`src/rtl/mem_arbiter.sv`:
```
// mem_arbiter: Wishbone/CPU arbiter for a 4-bank shared memory; MEM_ARB_RR_EN enables round-robin on simultaneous requests.
module mem_arbiter #(
  parameter logic [15:0] WB_BASE = 16'h3000
) (
  input  logic        wb_clk_i,
  input  logic        wb_rst_i,
  input  logic        wbs_stb_i,
  input  logic        wbs_cyc_i,
  input  logic        wbs_we_i,
  input  logic [31:0] wbs_adr_i,
  input  logic [31:0] wbs_dat_i,
  output logic        wbs_ack_o,
  output logic [31:0] wbs_dat_o,
  input  logic        cpu_en,
  input  logic        cpu_rw,
  input  logic [11:0] addr_from_cpu,
  input  logic [15:0] data_from_cpu,
  output logic        cpu_rdy,
  output logic [15:0] data_to_cpu,
  output logic [3:0]  en_to_memB,
  output logic        rw_to_mem,
  output logic [8:0]  addr_to_mem,
  output logic [15:0] data_to_mem,
  input  logic [15:0] data_from_mem0,
  input  logic [15:0] data_from_mem1,
  input  logic [15:0] data_from_mem2,
  input  logic [15:0] data_from_mem3
);
  typedef enum logic [1:0] {IDLE, ACCESS, COMPLETE} state_t;
  state_t state_q, state_d;
  logic owner_q, owner_d, we_q, we_d, bad_q, bad_d;
  logic [1:0] bank_q, bank_d;
  logic [8:0] word_q, word_d;
  logic [15:0] wdat_q, wdat_d, rdat_q, rdat_d, mem_rd;
  logic hit, wb_req, grant_wb, go, done, unused;
  assign unused = ^{wbs_adr_i[15:13], wbs_adr_i[1:0], wbs_dat_i[31:16], addr_from_cpu[11]};
  assign hit = wbs_adr_i[31:16] == WB_BASE;
  assign wb_req = wbs_cyc_i & wbs_stb_i & hit;
`ifdef MEM_ARB_RR_EN
  logic last_q, last_d;
  assign grant_wb = wb_req & (~cpu_en | ~last_q);
  assign last_d = go ? grant_wb : last_q;
  always_ff @(posedge wb_clk_i or posedge wb_rst_i)
    if (wb_rst_i) last_q <= 1'b0;
    else last_q <= last_d;
`else
  assign grant_wb = wb_req & ~cpu_en;
`endif
  assign go = (state_q == IDLE) & (cpu_en | wb_req);
  assign done = state_q == COMPLETE;
  always_comb begin
    state_d = go ? ACCESS : (state_q == ACCESS) ? COMPLETE : IDLE;
    owner_d = go ? grant_wb : owner_q;
    bank_d = go ? (grant_wb ? wbs_adr_i[12:11] : addr_from_cpu[10:9]) : bank_q;
    word_d = go ? (grant_wb ? wbs_adr_i[10:2] : addr_from_cpu[8:0]) : word_q;
    we_d = go ? (grant_wb ? wbs_we_i : cpu_rw) : we_q;
    wdat_d = go ? (grant_wb ? wbs_dat_i[15:0] : data_from_cpu) : wdat_q;
    mem_rd = bank_q[1] ? (bank_q[0] ? data_from_mem3 : data_from_mem2)
                       : (bank_q[0] ? data_from_mem1 : data_from_mem0);
    rdat_d = (done & ~owner_q & ~we_q) ? mem_rd : rdat_q;
    // off-base cycles get a one-shot ack without involving the FSM
    bad_d = wbs_cyc_i & wbs_stb_i & ~hit & ~bad_q;
  end
  always_ff @(posedge wb_clk_i or posedge wb_rst_i)
    if (wb_rst_i) begin
      state_q <= IDLE;
      owner_q <= 1'b0;
      we_q <= 1'b0;
      bad_q <= 1'b0;
      bank_q <= 2'd0;
      word_q <= 9'd0;
      wdat_q <= 16'd0;
      rdat_q <= 16'd0;
    end else begin
      state_q <= state_d;
      owner_q <= owner_d;
      we_q <= we_d;
      bad_q <= bad_d;
      bank_q <= bank_d;
      word_q <= word_d;
      wdat_q <= wdat_d;
      rdat_q <= rdat_d;
    end
  assign en_to_memB = (state_q == ACCESS) ? ~(4'b0001 << bank_q) : 4'hF;
  assign rw_to_mem = we_q;
  assign addr_to_mem = word_q;
  assign data_to_mem = wdat_q;
  assign wbs_ack_o = (done & owner_q) | bad_q;
  assign wbs_dat_o = {16'h0, (done & owner_q & ~we_q) ? mem_rd : 16'h0};
  assign cpu_rdy = done & ~owner_q;
  assign data_to_cpu = rdat_q;
endmodule
```
`config.mk`:
```
export PLATFORM = sky130hd
export DESIGN_NAME = mem_arbiter
export DESIGN_NICKNAME = d
export VERILOG_FILES = /design/src/rtl/mem_arbiter.sv
export SDC_FILE = /design/constraint.sdc
export NUM_CORES = 1
export LEC_CHECK = 0
export ABC_AREA = 1
export CORE_MARGIN = 2
export CORE_UTILIZATION = 36
export DETAILED_ROUTE_END_ITERATION = 10
export GPL_ROUTABILITY_DRIVEN = 0
export PLACE_DENSITY = 0.85
export SLEW_MARGIN = 20
export SYNTH_ARGS = -nofsm -noshare
export SYNTH_HDL_FRONTEND = slang
export SYNTH_SLANG_ARGS = --single-unit
export TNS_END_PERCENT = 10
```
`constraint.sdc`:
```
create_clock -name wb_clk_i -period 3 [get_ports wb_clk_i]
set_input_delay 0.6 -clock wb_clk_i [delete_from_list [all_inputs] [get_ports wb_clk_i]]
set_output_delay 0.6 -clock wb_clk_i [all_outputs]
set_load 0.03 [all_outputs]
```
* Word level (Yosys, flattened, before mapping) *
Index checks and enable logic that the tools add are counted.

operators by class
  equality and inequality tests = 3
  shift-type cells = 1
  mux-type cells = 11
  bitwise gates (word level) = 18
  reductions and logical operators = 1

operators with widths
  cell                    count
  $mux W16                5
  $eq A16 B14 Y1 const B  1
  $and A1 B1 Y1           10
  $mux W9                 1
  $mux W2                 3
  $not A1 Y1              5
  $mux W4                 1
  $not A4 Y4              1
  $shl A1 B2 Y4 const A   1
  $eq A2 B1 Y1 const B    1
  $eq A2 B2 Y1 const B    1
  $logic_not A2 Y1        1
  $or A1 B1 Y1            2
  $mux W1                 1

storage, ports and cells
  flip-flop bits (word level) = 48

* Longest topological paths before layout *
  depth in word-level cells = 5
  mapped depth = 11

* Worst setup path after synthesis *
Ideal clock, no wire load.

  path type = register to output
  start = register we_q, in the netlist rw_to_mem
  end = output wbs_dat_o[10]
  arrival = 1.589 ns
  required time = 2.400 ns
  path slack = 0.811 ns
  cell stages (with the launch flop) = 5
  path through = dfrtp_1 > or2_1 > clkbuf_1 > buf_2 > a21oi_1

between the ends
  longest elaborated chain between the ends = 3

RTL lines
  element                 RTL line  source
  from (decl)             31        logic owner_q, owner_d, we_q, we_d, bad_q, bad_d;
  from (signal assigned)  77        we_q <= we_d;
  $not A1 Y1              89        assign wbs_dat_o = {16'h0, (done & owner_q & ~we_q) ? mem_rd : 16'h0};
  $and A1 B1 Y1           89
  $mux W16                89
  to (decl)               13        output logic [31:0] wbs_dat_o,

Every way passes these cells.

* Final worst setup path *
  start = register state_q[0]
  end = output wbs_dat_o[14]

between the ends
  longest elaborated chain between the ends = 4

RTL lines
  element                      RTL line  source
  from (decl)                  30        state_t state_q, state_d;
  from (signal assigned)       75        state_q <= state_d;
  $eq A2 B2 Y1                 50        assign done = state_q == COMPLETE;
  $and A1 B1 Y1 (2 in series)  89
  $mux W16                     89

Every way passes these cells.

==> results.toml <==
[finish]
final_cell_mix = "203 x clkdlybuf4s50_1, 185 x nand2_1, 48 x dfrtp_1, 29 x nand3_1, 26 x nor2_1"
final_util_pct = 62.5
syn2layout_area_growth_pct = 68.6
nFillCells = 722
nets = 774
diodes = 0
fin_cells = 717
drive_above_1_share_pct = 4.58
final_common_cell = "clkdlybuf4s50_1"

[clock_network]
clkSinkCount = 48
root_buffer = "clkbuf_8"
cts.clk_slew.worst_paths_ns = 0.09
cts_setup_buffers = 0
cts_buffer_depth = 2
clock_latency_ns = 0.30
cts_tree = "done"
hold_buffers = 0
numCtsBuffers = 5
ctsHtreeMaxLevel = 2

[drt]
drcViolationCount = 0
met2_length_um = 5380
avgViaCountPerCell = 4.86
detail-route-antenna-nets = 0
m1WireLength_um = 3870
wl_um = 10500
dr_wl_met3_um = 1050
wl_per_cell_um = 14.6
initialDrtViolationCount = 135
drt_pre_antenna_iters = 4
routed.top_layer = "met4"
via_count = 3487

[global_routing]
grt_pass1_wl_um = 15700
grtUsageTotal_pct = 22.0
grt_max_degree = 33
antenna_found_initial = 0
overflow = 0
first_global_vias = 3405

[setup_path]
r2r_cells = 6
reg2reg_to = "data_to_mem[13]$_DFFE_PP0P_"
worstReg2RegStart = "state_q[0]$_DFF_PP0_"
cp.arrival_ns = 2.27
end_kind = "output port"
critical_path_class = "register to output port"
ff2ff_setup_slack_ns = 1.30
worst-path-max-fanout = 16
cp.required_ns = 2.40
critPathLaunchType = "register"

[timing]
hold_violations = 0
period_share_pct = 95.6
final.setup.tns_ns = 0
max_freq_mhz = 349
finalSetupViolations = 0
slew_viol_final = 0
skew_ns = 0.00634
rsz0062_at_grt = "no"
postLayoutSetupSlackWorst_ns = 0.132
period_needed_ns = 2.87

[worst_hold_path]
hp-start = "bad_q$_DFF_PP0_"
worstHoldPathCells = 1
hold_class = "register to register"
min_to = "bad_q$_DFF_PP0_"

[die]
die_y_um = 95.8
initial_core_util_pct = 37.1
dieArea_um2 = 9170
rows = 33
core_um2 = 8180
boundaryPins = 243
die_w_um = 95.8

[logic_synthesis]
netlist_area_um2 = 3030
yosysTopAreaCellShare_pct = 39.6
synthXorXnorAreaFrac_pct = 0
ys_seq_area_share_pct = 39.6
synth_warnings = 0
syn_avg_cell_area_um2 = 7.29
synthMuxAreaShare_pct = 0
synthTopCellsByArea = "dfrtp_1 40%, nand2_1 23%, nand3_1 4.8%, buf_4 4.2%, a22oi_1 4.0%"
synthAdderAreaFrac_pct = 0
synth_cell_type_count = 30
synth_seq_cells = 48
synthSimpleGateAreaFrac_pct = 38.8
netlist_instances = 416
synth_top_family_by_area = "simple AND/OR/NAND/NOR gates"
yosysTopAreaCell = "dfrtp_1"
synth-compound-area-share_pct = 10.2

[power]
p_leak_nw = 2.30
p_per_area_nw_per_um2 = 587
ir_worst_vdd_mv = 0.257

[place]
placedCellCount = 709
io_buffer_count = 204
hpwl_um = 8180
place_ws_ns = 0.178

[outcome]
status = "finished clean"

[job]
max-cap-violations = 0
## registers in the layout, summed over array words and instances, names as in the netlist
signal and flops:
addr_to_mem 9, bad_q 1, bank_q 2, data_to_cpu 16, data_to_mem 16, owner_q 1, rw_to_mem 1, state_q 2
## report_power, final
group	switching, W	total, W	internal [W]	leakage (nW)
sequential	0.000125	0.000972	0.000846	0.571
clock	0.000220	0.000405	0.000184	0.0510
combinational	0.000918	0.00162	0.000704	1.68
total	0.00126	0.00300	0.00174	2.30
## timing repair
action	CTS	global route
gates resized for setup	2	2
endpoints found under the setup margin	3	6
pin swaps	0	0
## stage by stage
| step | hold WS, ns | power (W) | area [µm²] |
|---|---|---|---|
| 4_1_cts | 0.432 | 0.00302 | 5100 |
| 5_1_grt | 0.452 | 0.00318 | 5110 |
| 3_3_place_gp | 0.415 | 0.00257 | 5010 |
| 2_1_floorplan | 0.400 | 0.00189 | 3090 |
| 3_5_place_dp | 0.420 | 0.00261 | 5010 |
| 6_report | 0.428 | 0.00300 | 5110 |
## worst max path at each step
stage | start | to | slack [ns]
6_report | state_q[0]$_DFF_PP0_ | wbs_dat_o[14] | 0.13
5_1_grt | state_q[0]$_DFF_PP0_ | wbs_dat_o[14] | 0.006
4_1_cts | state_q[0]$_DFF_PP0_ | wbs_dat_o[2] | 0.05
3_5_place_dp | data_from_mem1[13] | wbs_dat_o[13] | 0.18
3_3_place_gp | data_from_mem1[14] | wbs_dat_o[14] | 0.17
2_1_floorplan | rw_to_mem$_DFFE_PP0P_ | wbs_dat_o[10] | 0.81
## cell type report
class / instances / area [µm²] / area share (%)
clock inverters: 2 / 10.0 / 0.196
flip-flops and latches: 48 / 1200 / 23.5
repair buffers: 210 / 2090 / 40.9
multi-input cells: 334 / 1550 / 30.2
well taps: 105 / 131 / 2.57
clock buffers: 6 / 82.6 / 1.62
inverters: 12 / 50.0 / 0.979
## cell families after synthesis
family / count (synthesis)
AO/OA/AOI/OAI: 49
buffers and inverters: 49
flip-flops: 48
other: 1
AND/OR/NAND/NOR: 269
## cell usage after synthesis, drive strengths merged
cell and n:
nor4 1, and2 16, nand3 29, inv 10
clkbuf 3, conb 1, nand2 187, nor2 31
a22oi 16, or2 1, clkinv 2, nand4 2
a21oi 16, o21a 1, nand3b 1, dfrtp 48
a31oi 16, buf 34, nor3 1
## layer usage
metal	track usage [%]	vias up
li1	-	1697
met1	23.3	1618
met2	41.6	157
met3	7.20	15
met4	6.07	0
met5	0	-
## critical path, stage by stage, from the launching register on
cell and delay, ns:
dfrtp_1 0.44, inv_1 0.10, nand3_1 0.08, or2_2 0.43, a21oi_1 0.21, clkdlybuf4s50_1 0.70
Note: power is estimated with default switching activity, not from simulation.
